### src/rtl/reg_dump.sv
// -----------------------------------------------------------------------------
// reg_dump
// Debug register reader placed beside the regfile read port. A start pulse
// sampled in IDLE walks reg_addr over R0..R15 and captures each 32-bit word
// into a shift register. Each word is then streamed MSB-first as four bytes
// on a valid/ready byte interface.
//
// Optional feature macro: REG_DUMP_STATUS_EN
//   When defined, a 17th word taken from status_in is sent after R15.
//   reg_addr stays at 15 while that word is loaded.
//
// Ports:
//   clk         system clock, rising edge
//   rst_n       synchronous active-low reset
//   start       dump request, honoured only in IDLE
//   reg_addr    register select to regfile
//   reg_output  combinational regfile read data
//   status_in   regfile status word (used only with REG_DUMP_STATUS_EN)
//   byte_data   stream byte
//   byte_valid  byte_data holds a valid byte
//   byte_ready  sink accepts the byte this cycle
//   busy        high in every state except IDLE
//   done        one-cycle pulse when the dump completes
// -----------------------------------------------------------------------------
module reg_dump (
   input  logic        clk,
   input  logic        rst_n,
   input  logic        start,
   output logic [3:0]  reg_addr,
   input  logic [31:0] reg_output,
   input  logic [31:0] status_in,
   output logic [7:0]  byte_data,
   output logic        byte_valid,
   input  logic        byte_ready,
   output logic        busy,
   output logic        done
);

   typedef enum logic [1:0] {
      ST_IDLE = 2'd0,
      ST_LOAD = 2'd1,
      ST_SEND = 2'd2,
      ST_DONE = 2'd3
   } state_t;

`ifdef REG_DUMP_STATUS_EN
   localparam logic [4:0] LAST_WORD = 5'd16;
`else
   localparam logic [4:0] LAST_WORD = 5'd15;
   // status word is not part of the dump in this build
   logic unused_status_s;
   assign unused_status_s = ^status_in;
`endif

   state_t      state_r;
   logic [4:0]  word_idx_r;
   logic [1:0]  byte_cnt_r;
   logic [31:0] shift_r;
   logic [3:0]  reg_addr_r;
   logic        byte_valid_r;
   logic        busy_r;
   logic        done_r;

   // Word 16 (status) has no regfile address; hold the select at R15.
   function automatic logic [3:0] cap_addr(input logic [4:0] idx);
      if (idx > 5'd15) begin
         return 4'd15;
      end else begin
         return idx[3:0];
      end
   endfunction

   // Word source selection: status word follows R15 when compiled in.
   function automatic logic [31:0] pick_word(input logic [4:0] idx,
                                             input logic [31:0] rd,
                                             input logic [31:0] st);
`ifdef REG_DUMP_STATUS_EN
      if (idx == 5'd16) begin
         return st;
      end else begin
         return rd;
      end
`else
      // st is only meaningful with the status word compiled in
      return rd | (st & 32'h0000_0000);
`endif
   endfunction

   // Dump FSM with all outputs registered alongside the state transitions
   always_ff @(posedge clk) begin
      if (!rst_n) begin
         state_r      <= ST_IDLE;
         word_idx_r   <= 5'd0;
         byte_cnt_r   <= 2'd0;
         shift_r      <= 32'h0000_0000;
         reg_addr_r   <= 4'd0;
         byte_valid_r <= 1'b0;
         busy_r       <= 1'b0;
         done_r       <= 1'b0;
      end else begin
         case (state_r)
            ST_IDLE: begin
               done_r       <= 1'b0;
               byte_valid_r <= 1'b0;
               reg_addr_r   <= 4'd0;
               if (start) begin
                  word_idx_r <= 5'd0;
                  busy_r     <= 1'b1;
                  state_r    <= ST_LOAD;
               end else begin
                  busy_r     <= 1'b0;
               end
            end

            ST_LOAD: begin
               // reg_addr_r already selects this word; regfile read is combinational
               shift_r      <= pick_word(word_idx_r, reg_output, status_in);
               byte_cnt_r   <= 2'd0;
               byte_valid_r <= 1'b1;
               state_r      <= ST_SEND;
            end

            ST_SEND: begin
               if (byte_ready) begin
                  shift_r    <= {shift_r[23:0], 8'h00};
                  byte_cnt_r <= byte_cnt_r + 2'd1;
                  if (byte_cnt_r == 2'd3) begin
                     byte_valid_r <= 1'b0;
                     if (word_idx_r == LAST_WORD) begin
                        done_r  <= 1'b1;
                        state_r <= ST_DONE;
                     end else begin
                        word_idx_r <= word_idx_r + 5'd1;
                        reg_addr_r <= cap_addr(word_idx_r + 5'd1);
                        state_r    <= ST_LOAD;
                     end
                  end else begin
                     byte_valid_r <= 1'b1;
                  end
               end else begin
                  // stall: byte and valid hold
                  byte_valid_r <= 1'b1;
               end
            end

            ST_DONE: begin
               // start is deliberately not sampled here
               done_r     <= 1'b0;
               busy_r     <= 1'b0;
               reg_addr_r <= 4'd0;
               state_r    <= ST_IDLE;
            end

            default: begin
               state_r      <= ST_IDLE;
               byte_valid_r <= 1'b0;
               busy_r       <= 1'b0;
               done_r       <= 1'b0;
               reg_addr_r   <= 4'd0;
            end
         endcase
      end
   end

   assign reg_addr   = reg_addr_r;
   assign byte_data  = shift_r[31:24];
   assign byte_valid = byte_valid_r;
   assign busy       = busy_r;
   assign done       = done_r;

endmodule

### config.mk
export PLATFORM = sky130hd
export DESIGN_NAME = reg_dump
export DESIGN_NICKNAME = d
export VERILOG_FILES = /design/src/rtl/reg_dump.sv
export SDC_FILE = /design/constraint.sdc
export NUM_CORES = 1
export LEC_CHECK = 0
export ABC_AREA = 1
export CAP_MARGIN = 20
export CORE_MARGIN = 2
export CORE_UTILIZATION = 28
export DETAILED_ROUTE_END_ITERATION = 8
export GPL_TIMING_DRIVEN = 0
export PLACE_DENSITY = 0.58
export SLEW_MARGIN = 20
export SYNTH_ARGS = -nofsm -noshare
export SYNTH_HDL_FRONTEND = slang
export SYNTH_SLANG_ARGS = --single-unit
### constraint.sdc
create_clock -name clk -period 4.3 [get_ports clk]
set_input_delay 0.86 -clock clk [delete_from_list [all_inputs] [get_ports clk]]
set_output_delay 0.86 -clock clk [all_outputs]
set_load 0.01 [all_outputs]
# After elaboration in Yosys (flattened, before gate mapping)
# Index checks and enable logic that the tools add are counted.
# classes
addsub	2
n_lt_le_gt_ge	1
n_eq_ne	10
muxes	28
n_reduce_logical	12
# op_table
cell	n
$pmux 32 s2	1
$mux 32	1
$mux 5	4
$mux 4	4
$mux 2	5
$ne 2x2->1 const B	5
$pmux 5 s2	1
$pmux 2 s4	1
$pmux 4 s2	1
$reduce_and 4->1	2
$reduce_bool 2->1	4
$eq 2x2->1 const B	3
$mux 1	6
$add 5x1->5 const B	1
$eq 5x4->1 const B	1
$gt 5x4->1 const B	1
$reduce_and 5->1	1
$pmux 1 s2	2
$pmux 2 s2	1
$pmux 1 s3	1
$reduce_and 3->1	1
$reduce_bool 3->1	1
$add 2x1->2 const B	1
$eq 2x1->1 const B	1
3 further kinds	3
# word_totals
reg_bits	48
in_bits	68
output_inout_bits	15
wordCells	61

# Logic depth before layout (Yosys ltp)
# depth
word_depth	7
ltp_mapped	9
ltp_nobuf	9

# Worst setup path after synthesis
# No wires, ideal clock.
# synth_timing
kind	in2reg
from	in byte_ready
to	reg word_idx_r[4]
setup_time_ns	0.072
arrival_time_ns	1.466
path_slack_ns	2.762
stages	6
n_path_buf	0
cell_sequence	nand2_1 > nand2_1 > nand2_1 > nor2_2 > nand2_1 > a21oi_1
# synth_via
elab_chain_cells	2
# synth_lines
item	line_no	source
start, declared	34	input logic byte_ready,
$ne 2x2->1 (no line)	--	
$reduce_and 5->1 (no line)	--	
end signal, assigned	133	word_idx_r <= word_idx_r + 5'd1;
end, declared	56	logic [4:0] word_idx_r;
# No other way between the ends.
# A chain may end at the register's enable or synchronous reset.

# Worst setup path in the final report
# layout_timing
from	reg shift_r[25]
to	out byte_data[1]
# layout_lines
item	line_no	source
start, declared	58	logic [31:0] shift_r;
start signal, assigned	117	shift_r <= pick_word(word_idx_r, reg_output, status_in);
start signal, assigned	125	shift_r <= {shift_r[23:0], 8'h00};
end, declared	32	output logic [7:0] byte_data,
# No word-level cell between the ends.

==> impl_metrics.json <==
{
  "timing.rr.start": "state_r[0]",
  "hold_depth": 2,
  "final_cells": 457,
  "antenna_found_initial": 0,
  "initial_core_util_pct": 28.8,
  "syn_inst": 297,
  "gp_congestion": 0.766,
  "finalSetupTns_ns": 0,
  "finalSetupViolations": 0,
  "async_flop_share_pct": 0,
  "cp_max_fo": 2,
  "grt_overflow": 0,
  "relSlewSlack_pct": 67.9,
  "final_layout_size_suffix_gt1_share_pct": 8.45,
  "worst-r2r-setup-slack_ns": 2.60,
  "dp_slack_ns": 1.93,
  "dp_hpwl_um": 4100,
  "io_pins": 83,
  "crit_arrival_ns": 1.27,
  "grt_pass1_vias": 2009,
  "antenna_cells": 0,
  "core_um2": 7690,
  "rsz0062_at_grt": "false",
  "cts_hold_buffers": 0,
  "finalPower_mw": 1.83,
  "nNetsFinal": 432,
  "layout_setup_ws_ns": 2.17,
  "clk_latency_ns": 0.30,
  "vias_per_cell": 4.67,
  "cp-end-kind": "output port",
  "die_h_um": 92.9,
  "postCtsSetupBuffers": 0,
  "cts_buffers": 5,
  "synth_ff_type": "dfxtp_1",
  "cts_resized": 0,
  "port_buffers": 50,
  "crit_type": "reg -> out",
  "cts_buffer_depth": 2,
  "synth_edf_count": 0,
  "synth_most_common_cell": "nand2_1",
  "finalCriticalPeriod_ns": 2.13,
  "synth_top_area_cell": "dfxtp_1",
  "num_rows": 32,
  "syn_area_um2": 2210,
  "synth_top_area_share_pct": 43.4,
  "syn_avg_cell_area_um2": 7.45,
  "grt_use_met1_pct": 16.3,
  "drcViolationCount": 0,
  "met3_usage_pct": 3.66,
  "vias": 2133,
  "drtIter0Drc": 63,
  "crit_required_ns": 3.44,
  "yosysWarnings": 0,
  "timing.rr.end": "shift_r[19]",
  "crit_end": "byte_data[1]",
  "post_drt_wl_per_cell_um": 12.2,
  "root_buffer": "clkbuf_8",
  "final_max_slew_viol_count": 0,
  "ys_ff_latch": 48,
  "drt_wl_total_um": 5600,
  "finalClockSkew_ns": 0.0118,
  "fmax_mhz": 470,
  "htreeDepth": 2,
  "worstMarginPinSlew_ns": 0.481,
  "power.leakage_nw": 1.24,
  "synth_commonest_cells": "nand2_1, dfxtp_1, o21ai_0",
  "synth_cell_type_count": 24,
  "fin_crit_sh_pct": 49.5,
  "syn_nets": 375,
  "cts.sink_count": 48,
  "grt_util_met2_pct": 22.6,
  "dr.pass1.iters": 4,
  "max-vdd-ir-drop_v": 0.000216,
  "crit_start": "shift_r[25]",
  "grt_use_total_pct": 13.3,
  "place_inst": 449,
  "die_x_um": 92.9,
  "hold_viol_final": 0,
  "final_antenna_net_count": 0,
  "grt_max_degree": 15,
  "dieArea_um2": 8630,
  "cp-start-kind": "register",
  "clk_pin_slew_ns": 0.09,
  "min-delay-path-class": "reg -> reg",
  "cap_violations": 0,
  "busiest_layer": "met2",
  "yosys-top-cells-area": "dfxtp_1, nand2_1, a31oi_1, o21ai_0, ha_1",
  "seq_area_frac_synth_pct": 43.4,
  "syn_to_final_growth_pct": 33.2,
  "cts_tree": "yes",
  "grt_pass1_wl_um": 9290,
  "outcome": "finished, final reports clean",
  "power.density_nw_per_um2": 621,
  "rr_worst_depth": 6
}
## how the worst min path moves through the flow
| stage | start | endpoint |
|---|---|---|
| final | shift_r[17] | shift_r[25] |
| after global routing | shift_r[4] | shift_r[4] |
| after CTS | shift_r[4] | shift_r[4] |
| after detailed placement | shift_r[4] | shift_r[4] |
| after global placement | byte_cnt_r[0] | byte_cnt_r[0] |
| after floorplan | byte_cnt_r[0] | byte_cnt_r[0] |
## final cells by class
| class | count | area [um2] |
|---|---|---|
| Inverter | 21 | 78.8 |
| Timing Repair Buffer | 50 | 500 |
| Clock inverter | 2 | 35.0 |
| Fill cell | 813 | 4740 |
| Tap cell | 102 | 128 |
| Clock buffer | 6 | 72.6 |
| Multi-Input combinational cell | 204 | 1020 |
| Sequential cell | 48 | 961 |
| Buffer | 24 | 154 |
## power breakdown
part	internal, mW	switching (mW)
sequential	0.603	0.0838
clock	0.173	0.151
combinational	0.368	0.453
total	1.14	0.688
## cells in the final DEF, fill, tap and decap left out, drive strengths merged
master / n
nand2: 93
clkdlybuf4s50: 50
dfxtp: 48
o21ai: 30
a31oi: 24
a21oi: 21
inv: 19
buf: 18
clkbuf: 12
nand3: 11
ha: 10
nor2: 5
nor3: 4
nand4: 3
clkinv: 3
or2: 1
o211a: 1
and3: 1
bufinv: 1
## flip-flops by register name, indices dropped and copies added, names as in the netlist
register / count
done: 1
shift_r: 32
reg_addr: 4
word_idx_r: 5
state_r: 2
byte_cnt_r: 2
busy: 1
byte_valid: 1
## metrics by stage
stage	utilization, %	cell area [um2]	hold WS [ns]
after floorplan	-	2210	0.429
after CTS	38.4	2950	0.467
final	38.4	2950	0.460
after global placement	37.0	2840	0.445
after global routing	38.4	2950	0.484
after detailed placement	37.0	2840	0.454
## logic make-up (layout without fill, tap and decap cells)
family,count (synthesis),count (layout),share of synthesized area [%]
DFF,48,48,43.4
adders and majority gates,10,10,5.65
and+or+nand+nor,118,118,21.7
buffers and inverters,45,103,10.5
AOI/OAI and AO/OA,76,76,18.8
## layer usage
metal	routed length, um	vias up
li1	-	1095
met5	0	-
met4	87	0
met3	274	11
met2	2630	46
met1	2610	981
## worst max-delay path, cell delays in order, from the launching register on
cell and delay [ns]:
dfxtp_1 0.35, buf_4 0.10, clkdlybuf4s50_1 0.52
Power figures use the tool's default switching activity.
